<file path="config.mk">
export PLATFORM = sky130hd
export DESIGN_NAME = sipo_collector
export DESIGN_NICKNAME = d
export VERILOG_FILES = /design/src/rtl/sipo_collector.sv
export SDC_FILE = /design/constraint.sdc
export NUM_CORES = 1
export LEC_CHECK = 0
export ABC_AREA = 1
export BUFFER_PORTS_ARGS = -buffer_cell sky130_fd_sc_hd__buf_2
export CAP_MARGIN = 20
export CELL_PAD_IN_SITES_DETAIL_PLACEMENT = 1
export CELL_PAD_IN_SITES_GLOBAL_PLACEMENT = 1
export CORE_MARGIN = 1
export CORE_UTILIZATION = 30
export CTS_BUF_LIST = sky130_fd_sc_hd__clkbuf_4
export DETAILED_ROUTE_END_ITERATION = 8
export MAX_ROUTING_LAYER = met4
export PLACE_DENSITY = 0.59
export SYNTH_ARGS = -nofsm -noshare
export SYNTH_HDL_FRONTEND = slang
export SYNTH_SLANG_ARGS = --single-unit
</file>
<file path="constraint.sdc">
create_clock -name clk -period 3.55 [get_ports clk]
set_input_delay 0.71 -clock clk [delete_from_list [all_inputs] [get_ports clk]]
set_output_delay 0.71 -clock clk [all_outputs]
set_load 0.03 [all_outputs]
</file>
<file path="src/rtl/sipo_collector.sv">
// Serial-in, parallel-out collector: packs DEPTH chunks (MS chunk first) into one word,
// double-buffered through sr/po, and stalls the upstream serializer with halt when both are full.
module sipo_collector #(
   parameter int DEPTH = 8,
   parameter int WIDTH = 8
) (
   input  logic                     clk,
   input  logic                     rst_n,
   input  logic [WIDTH-1:0]         si,
   input  logic                     si_dv,
   output logic                     halt,
   output logic [DEPTH*WIDTH-1:0]   po,
   output logic                     po_dv,
   input  logic                     po_rd,
   input  logic                     clr,
   output logic                     busy,
   output logic                     ovf
);

   localparam int            W    = DEPTH * WIDTH;
   localparam int            CW   = $clog2(DEPTH);
   localparam logic [CW-1:0] LAST = CW'(DEPTH - 1);

   typedef enum logic {FILL, HOLD} state_t;

   state_t          r_state, w_state_n;
   logic [W-1:0]    r_sr, w_sr_n;
   logic [CW-1:0]   r_cnt, w_cnt_n;
   logic [W-1:0]    r_po, w_po_n;
   logic            r_po_dv, w_po_dv_n;
   logic            r_ovf, w_ovf_n;
   logic            r_halt, r_busy;
   logic [W-1:0]    w_word;

   assign w_word = {r_sr[W-WIDTH-1:0], si};

   always_comb begin
      w_state_n = r_state;
      w_sr_n    = r_sr;
      w_cnt_n   = r_cnt;
      w_po_n    = r_po;
      w_po_dv_n = r_po_dv;
      w_ovf_n   = r_ovf;
      if (clr) begin
         // po keeps its last value; everything in flight is discarded
         w_state_n = FILL;
         w_sr_n    = '0;
         w_cnt_n   = '0;
         w_po_dv_n = 1'b0;
         w_ovf_n   = 1'b0;
      end else begin
         case (r_state)
            FILL: begin
               if (po_rd && r_po_dv) w_po_dv_n = 1'b0;
               if (si_dv) begin
                  w_sr_n = w_word;
                  if (r_cnt != LAST) begin
                     w_cnt_n = r_cnt + CW'(1);
                  end else if (!r_po_dv || po_rd) begin
                     w_po_n    = w_word;
                     w_po_dv_n = 1'b1;
                     w_cnt_n   = '0;
                  end else begin
                     w_cnt_n   = '0;
                     w_state_n = HOLD;
                  end
               end
            end
            HOLD: begin
               // incoming chunks are lost while stalled, even on the release cycle
               if (si_dv) w_ovf_n = 1'b1;
               if (po_rd) begin
                  w_po_n    = r_sr;
                  w_state_n = FILL;
               end
            end
            default: w_state_n = FILL;
         endcase
      end
   end

   always_ff @(posedge clk or negedge rst_n) begin
      if (!rst_n) begin
         r_state <= FILL;
         r_sr    <= '0;
         r_cnt   <= '0;
         r_po    <= '0;
         r_po_dv <= 1'b0;
         r_ovf   <= 1'b0;
         r_halt  <= 1'b0;
         r_busy  <= 1'b0;
      end else begin
         r_state <= w_state_n;
         r_sr    <= w_sr_n;
         r_cnt   <= w_cnt_n;
         r_po    <= w_po_n;
         r_po_dv <= w_po_dv_n;
         r_ovf   <= w_ovf_n;
         r_halt  <= (w_state_n == HOLD);
         r_busy  <= (w_cnt_n != '0);
      end
   end

   assign halt  = r_halt;
   assign po    = r_po;
   assign po_dv = r_po_dv;
   assign busy  = r_busy;
   assign ovf   = r_ovf;

endmodule

</file>
==> run_results.csv, run 1 <==
group,metric,value,unit
cts,clock-sinks,135,
synth,syn-cell-area,6010,µm²
synth,post_synth.cell_area_avg,8.58,µm²
sta,worst_pin_slew,1.03,ns
synth,synth_edf_count,0,
sta,min_period,2.40,ns
cts,postCtsHoldBufs,0,
cts,cts_setup_buffers,0,
die,num_rows,51,
critical_path,critPathKind,"register to register",
sta,fin_ws,1.15,ns
critical_path,critPathSlowestCell,"buf_4",
worst_hold_path,holdCritPathClass,"input port to asynchronous set/reset pin",
global_route,grt_pass1_wl,27200,µm
cts,cts_resized,0,
route,remaining_drc_errors,0,
synth,yosys.area.top_type_share,56.2,%
synth,synth_cell_types,19,
critical_path,critPathLaunchType,"register",
cts,cts_buffer_depth,2,
layout,drive_above_1_share,16.2,%
sta,grt_setup_unrepaired,"no",
placed_design,numPortBuffers,80,
cts,cts.htree.levels,4,
pwr,power,2.93,mW
synth,synth_top_area_cell,"dfrtp_1",
global_route,antenna_found_initial,1,
global_route,grt_pass1_vias,5299,
pwr,ir_drop,0.000177,V
die,start_util,30.8,%
synth,synthTopCellsByArea,"dfrtp_1, nand2_1, nand3_1",
global_route,grt-ovfl-total,0,
critical_path,worstPathArrival,2.89,ns
critical_path,worst_setup_path_end_kind,"register",
die,dieWidth,144,µm
critical_path,required,4.04,ns
cts,insertion_delay,0.55,ns
synth,syn_inst,700,
pwr,leakagePower,3.51,nW
pwr,power_density,430,nW/µm²
die,core-area,19500,µm²
synth,ys_warn_count,0,
critical_path,critPathBufInv,2,
critical_path,max_stage_delay,0.79,ns
synth,async_reset_ff_share,100,%
critical_path,path_cells,"buf_4 > nand2_4 > nand2_2 > buf_4 > nand3_1 > nand2_1",
critical_path,cp_top_family,"buffers and inverters",
cts,clk_pin_slew_worst_paths,0.11,ns
route,ant_nets,0,
layout,synthToLayoutAreaGrowth,13.5,%
synth,yosys.cell_count.top_type,"nand2_1",
sta,fin_crit_sh,67.7,%
route,via_per_inst,4.77,
placed_design,dp_hpwl,10600,µm
critical_path,crit_top_cell,"buf_4",
placed_design,dp_slack,1.10,ns
status,status,"completed",
sta,final-hold-violation-count,0,
placed_design,gp_congestion,0.775,
sta,setup-violations-final,0,
route,dr.pass1.iters,4,
critical_path,path_max_fanout,114,
synth,yosysSeqAreaShare,56.2,%
flow_run,maxCapViolations,0,
route,wl_per_cell,15.6,µm
cts,cts_tree,"done",
sta,max_freq,416,MHz
synth,ys_ff_latch,135,
sta,slew_headroom,31.4,%
route,drt_wl_total,16200,µm
die,die-area,20600,µm²
layout,nNetsFinal,773,
synth,synth_ff_type,"dfrtp_1",
global_route,track_usage,17.7,%
die,ios,81,
cts,root_buffer,"clkbuf_4",
route,drtIter0Drc,249,
sta,fin_skew,0.0164,ns
synth,synth_common_cells,"nand2_1, dfrtp_1, nand3_1, o21ai_0, inv_1",
sta,finalMaxSlewViolations,0,
die,dieHeight,144,µm
synth,synthesis.nets,715,
cts,numCtsBuffers,17,
global_route,grt_max_degree,115,
route,vias,4944,
sta,tns,0,ns
layout,fill_cells,2409,
[power by group]
group | total [mW] | switching, mW | internal (mW)
Sequential | 1.60 | 0.0212 | 1.58
Combinational | 0.228 | 0.173 | 0.0558
Clock | 1.11 | 0.562 | 0.547
Total | 2.93 | 0.756 | 2.18
[cells by family (layout without fill, tap and decap cells)]
| group | after synthesis | in the layout | synth area share (%) |
|---|---|---|---|
| AO/OA/AOI/OAI | 132 | 132 | 12.2 |
| adder cells (fa/ha/maj) | 2 | 2 | 0.416 |
| buffers and inverters | 125 | 195 | 9.75 |
| flip-flops | 135 | 135 | 56.2 |
| other | 0 | 1 | 0 |
| AND/OR/NAND/NOR | 306 | 306 | 21.4 |
[final cells by class]
| type | instances | area, µm² | share of cell area [%] |
|---|---|---|---|
| Tap cell | 265 | 332 | 4.86 |
| Timing Repair Buffer | 90 | 482 | 7.07 |
| Multi-Input combinational cell | 440 | 2040 | 30.0 |
| Antenna cell | 1 | 2.50 | 0.0367 |
| Clock buffer | 18 | 135 | 1.98 |
| Clock inverter | 13 | 161 | 2.37 |
| Inverter | 74 | 278 | 4.07 |
| Sequential cell | 135 | 3380 | 49.6 |
[registers in the layout, summed over array words and instances, names as in the netlist]
register and cells:
busy 1, halt 1, po_dv 1, ovf 1, r_sr 64, r_cnt 3
po 64
[path summary, 6_finish.rpt]
check,from,end,slack (ns),cells after the start
setup / recovery,halt,po[23],1.15,6
min in group clk,po_rd,halt,0.40,2
setup reg to reg,halt,po[23],1.15,6
hold reg to reg,po[52],po[52],0.48,2
hold / removal,rst_n,po[61],0.15,1
max in group asynchronous,rst_n,r_sr[7],2.60,2
[metal layers]
metal | part of all wire [%] | track usage [%]
met5 | 0 | -
met4 | 1.6 | 5.77
met3 | 2.3 | 3.83
met2 | 49 | 28.9
met1 | 47 | 21.7
[layout by cell type (no fill, tap or decap), types with 2 or more instances in the layout]
cell type / synthesis / routed
inv_1: 71 / 71
nand2_1: 208 / 208
o211ai_1: 4 / 4
nand2_2: 2 / 2
clkinv_2: 0 / 3
clkinv_1: 0 / 5
dfrtp_1: 135 / 134
o22ai_1: 41 / 41
bufinv_16: 0 / 4
inv_2: 3 / 3
nor2_1: 2 / 2
nand3_1: 92 / 92
o21ai_0: 86 / 86
clkbuf_4: 0 / 18
buf_2: 21 / 79
ha_1: 2 / 2
buf_4: 8 / 10
[per-stage QoR]
stage / hold slack (ns) / util (%) / cell area, µm² / std cells
6_report: 0.147 / 34.9 / 6820 / 1036
5_1_grt: 0.153 / 34.9 / 6820 / 1036
4_1_cts: 0.144 / 34.9 / 6810 / 1035
3_5_place_dp: 0.456 / 33.4 / 6520 / 1004
3_3_place_gp: 0.452 / 33.4 / 6520 / 1004
2_1_floorplan: 0.414 / - / 6010 / 700
(Power assumes the default switching activity.)
==> run 2, diff against run 1 <==
==> constraint.sdc (replaced) <==
create_clock -name clk -period 2.4 [get_ports clk]
set_input_delay 0.48 -clock clk [delete_from_list [all_inputs] [get_ports clk]]
set_output_delay 0.48 -clock clk [all_outputs]
set_load 0.03 [all_outputs]
==> run_results.csv, run 2 (synthesis results as in run 1) <==
group,metric,value,unit
status,status,"completed",
cts,cts_tree,"done",
die,die-area,20600,µm²
cts,cts.htree.levels,4,
route,remaining_drc_errors,0,
layout,nNetsFinal,779,
global_route,track_usage,17.3,%
flow_run,maxCapViolations,0,
global_route,grt_max_degree,86,
sta,min_period,1.95,ns
layout,stdcell_area,6830,µm²
critical_path,required,1.92,ns
placed_design,gp_congestion,0.811,
route,ant_nets,0,
critical_path,critPathKind,"register to output pin",
sta,worst_pin_slew,0.514,ns
layout,finalCoreUtilization,35.0,%
cts,cts_setup_buffers,0,
route,wl_per_cell,15.2,µm
sta,fin_ws,0.449,ns
placed_design,dp_slack,0.560,ns
route,drtIter0Drc,331,
critical_path,path_max_fanout,33,
critical_path,critPathLaunchType,"register",
die,start_util,30.8,%
die,dieWidth,144,µm
global_route,grt_pass1_wl,26700,µm
cts,cts_resized,0,
route,vias,4925,
layout,synthToLayoutAreaGrowth,13.7,%
cts,clk_pin_slew_worst_paths,0.09,ns
placed_design,numPortBuffers,80,
pwr,ir_drop,0.000233,V
pwr,leakagePower,3.52,nW
sta,finalMaxSlewViolations,0,
route,via_per_inst,4.73,
die,dieHeight,144,µm
layout,layoutNonFillerInstCount,1041,
placed_design,dp.cells,1009,
sta,fin_crit_sh,81.3,%
die,ios,81,
critical_path,critPathBufInv,1,
sta,max_freq,513,MHz
route,drt_wl_total,15900,µm
placed_design,dp_hpwl,11000,µm
sta,setup-violations-final,0,
sta,fin_skew,0.0216,ns
global_route,grt_pass1_vias,5205,
cts,numCtsBuffers,17,
critical_path,path_cells,"buf_2",
die,core-area,19500,µm²
sta,grt_setup_unrepaired,"no",
layout,layout_commonest_cell,"nand2_1",
sta,final-hold-violation-count,0,
placed_design,dpl-instance-area,6590,µm²
cts,insertion_delay,0.53,ns
critical_path,worst_setup_path_end_kind,"output pin",
global_route,antenna_found_initial,1,
layout,mostFrequentLayoutCells,"nand2_1, dfrtp_1, nand3_1, o21ai_0, buf_2",
die,num_rows,51,
pwr,power_density,588,nW/µm²
critical_path,max_stage_delay,0.68,ns
layout,drive_above_1_share,16.6,%
sta,tns,0,ns
sta,finalHoldWorstSlack,0.190,ns
sta,slew_headroom,65.8,%
global_route,grt-ovfl-total,0,
critical_path,critPathSlowestCell,"dfrtp_4",
cts,root_buffer,"clkbuf_4",
critical_path,worstPathArrival,1.47,ns
worst_hold_path,holdCritPathClass,"input port to register",
cts,clock-sinks,135,
critical_path,cp_top_family,"flip-flops",
pwr,power,4.02,mW
cts,postCtsHoldBufs,1,
cts,cts_buffer_depth,2,
route,dr.pass1.iters,4,
run 2: changes by cell type in the layout (fill, tap and decap cells not counted), sizes merged:
cell	before	now
buf	90	95
clkbuf	18	22
bufinv	4	1
clkinv	8	7
clkinvlp	1	0
dlygate4sd3	0	1
run 2: worst paths after layout:
kind	startpoint	to	slack (ns)	depth (start not counted)
worst max-delay path	halt	halt	0.45	1
max in group asynchronous	rst_n	po[20]	1.21	3
worst min-delay path	po_rd	halt	0.19	2
worst min register to register	po[53]	po[53]	0.47	2
min in group asynchronous	rst_n	ovf	0.50	2
worst max register to register	halt	r_sr[20]	0.64	5
run 2: area by class of cell:
cell class,count,area [µm²]
Multi-Input combinational cell,440,2040
Inverter,74,278
Clock inverter,8,58.8
Fill cell,2372,12700
Clock buffer,22,165
Antenna cell,1,2.50
Timing Repair Buffer,96,567
Sequential cell,135,3380
Tap cell,265,332
run 2: where the power goes:
part	internal (mW)	total [mW]	leakage [nW]	switching [mW]
combinational	0.0897	0.344	1.53	0.255
clock	0.541	1.32	0.131	0.775
sequential	2.33	2.36	1.86	0.0290
run 2: per-layer routing:
metal	global-route usage, %	routed length [µm]
met1	22.2	7420
met3	3.50	473
met2	27.2	7800
met5	-	0
met4	5.88	154
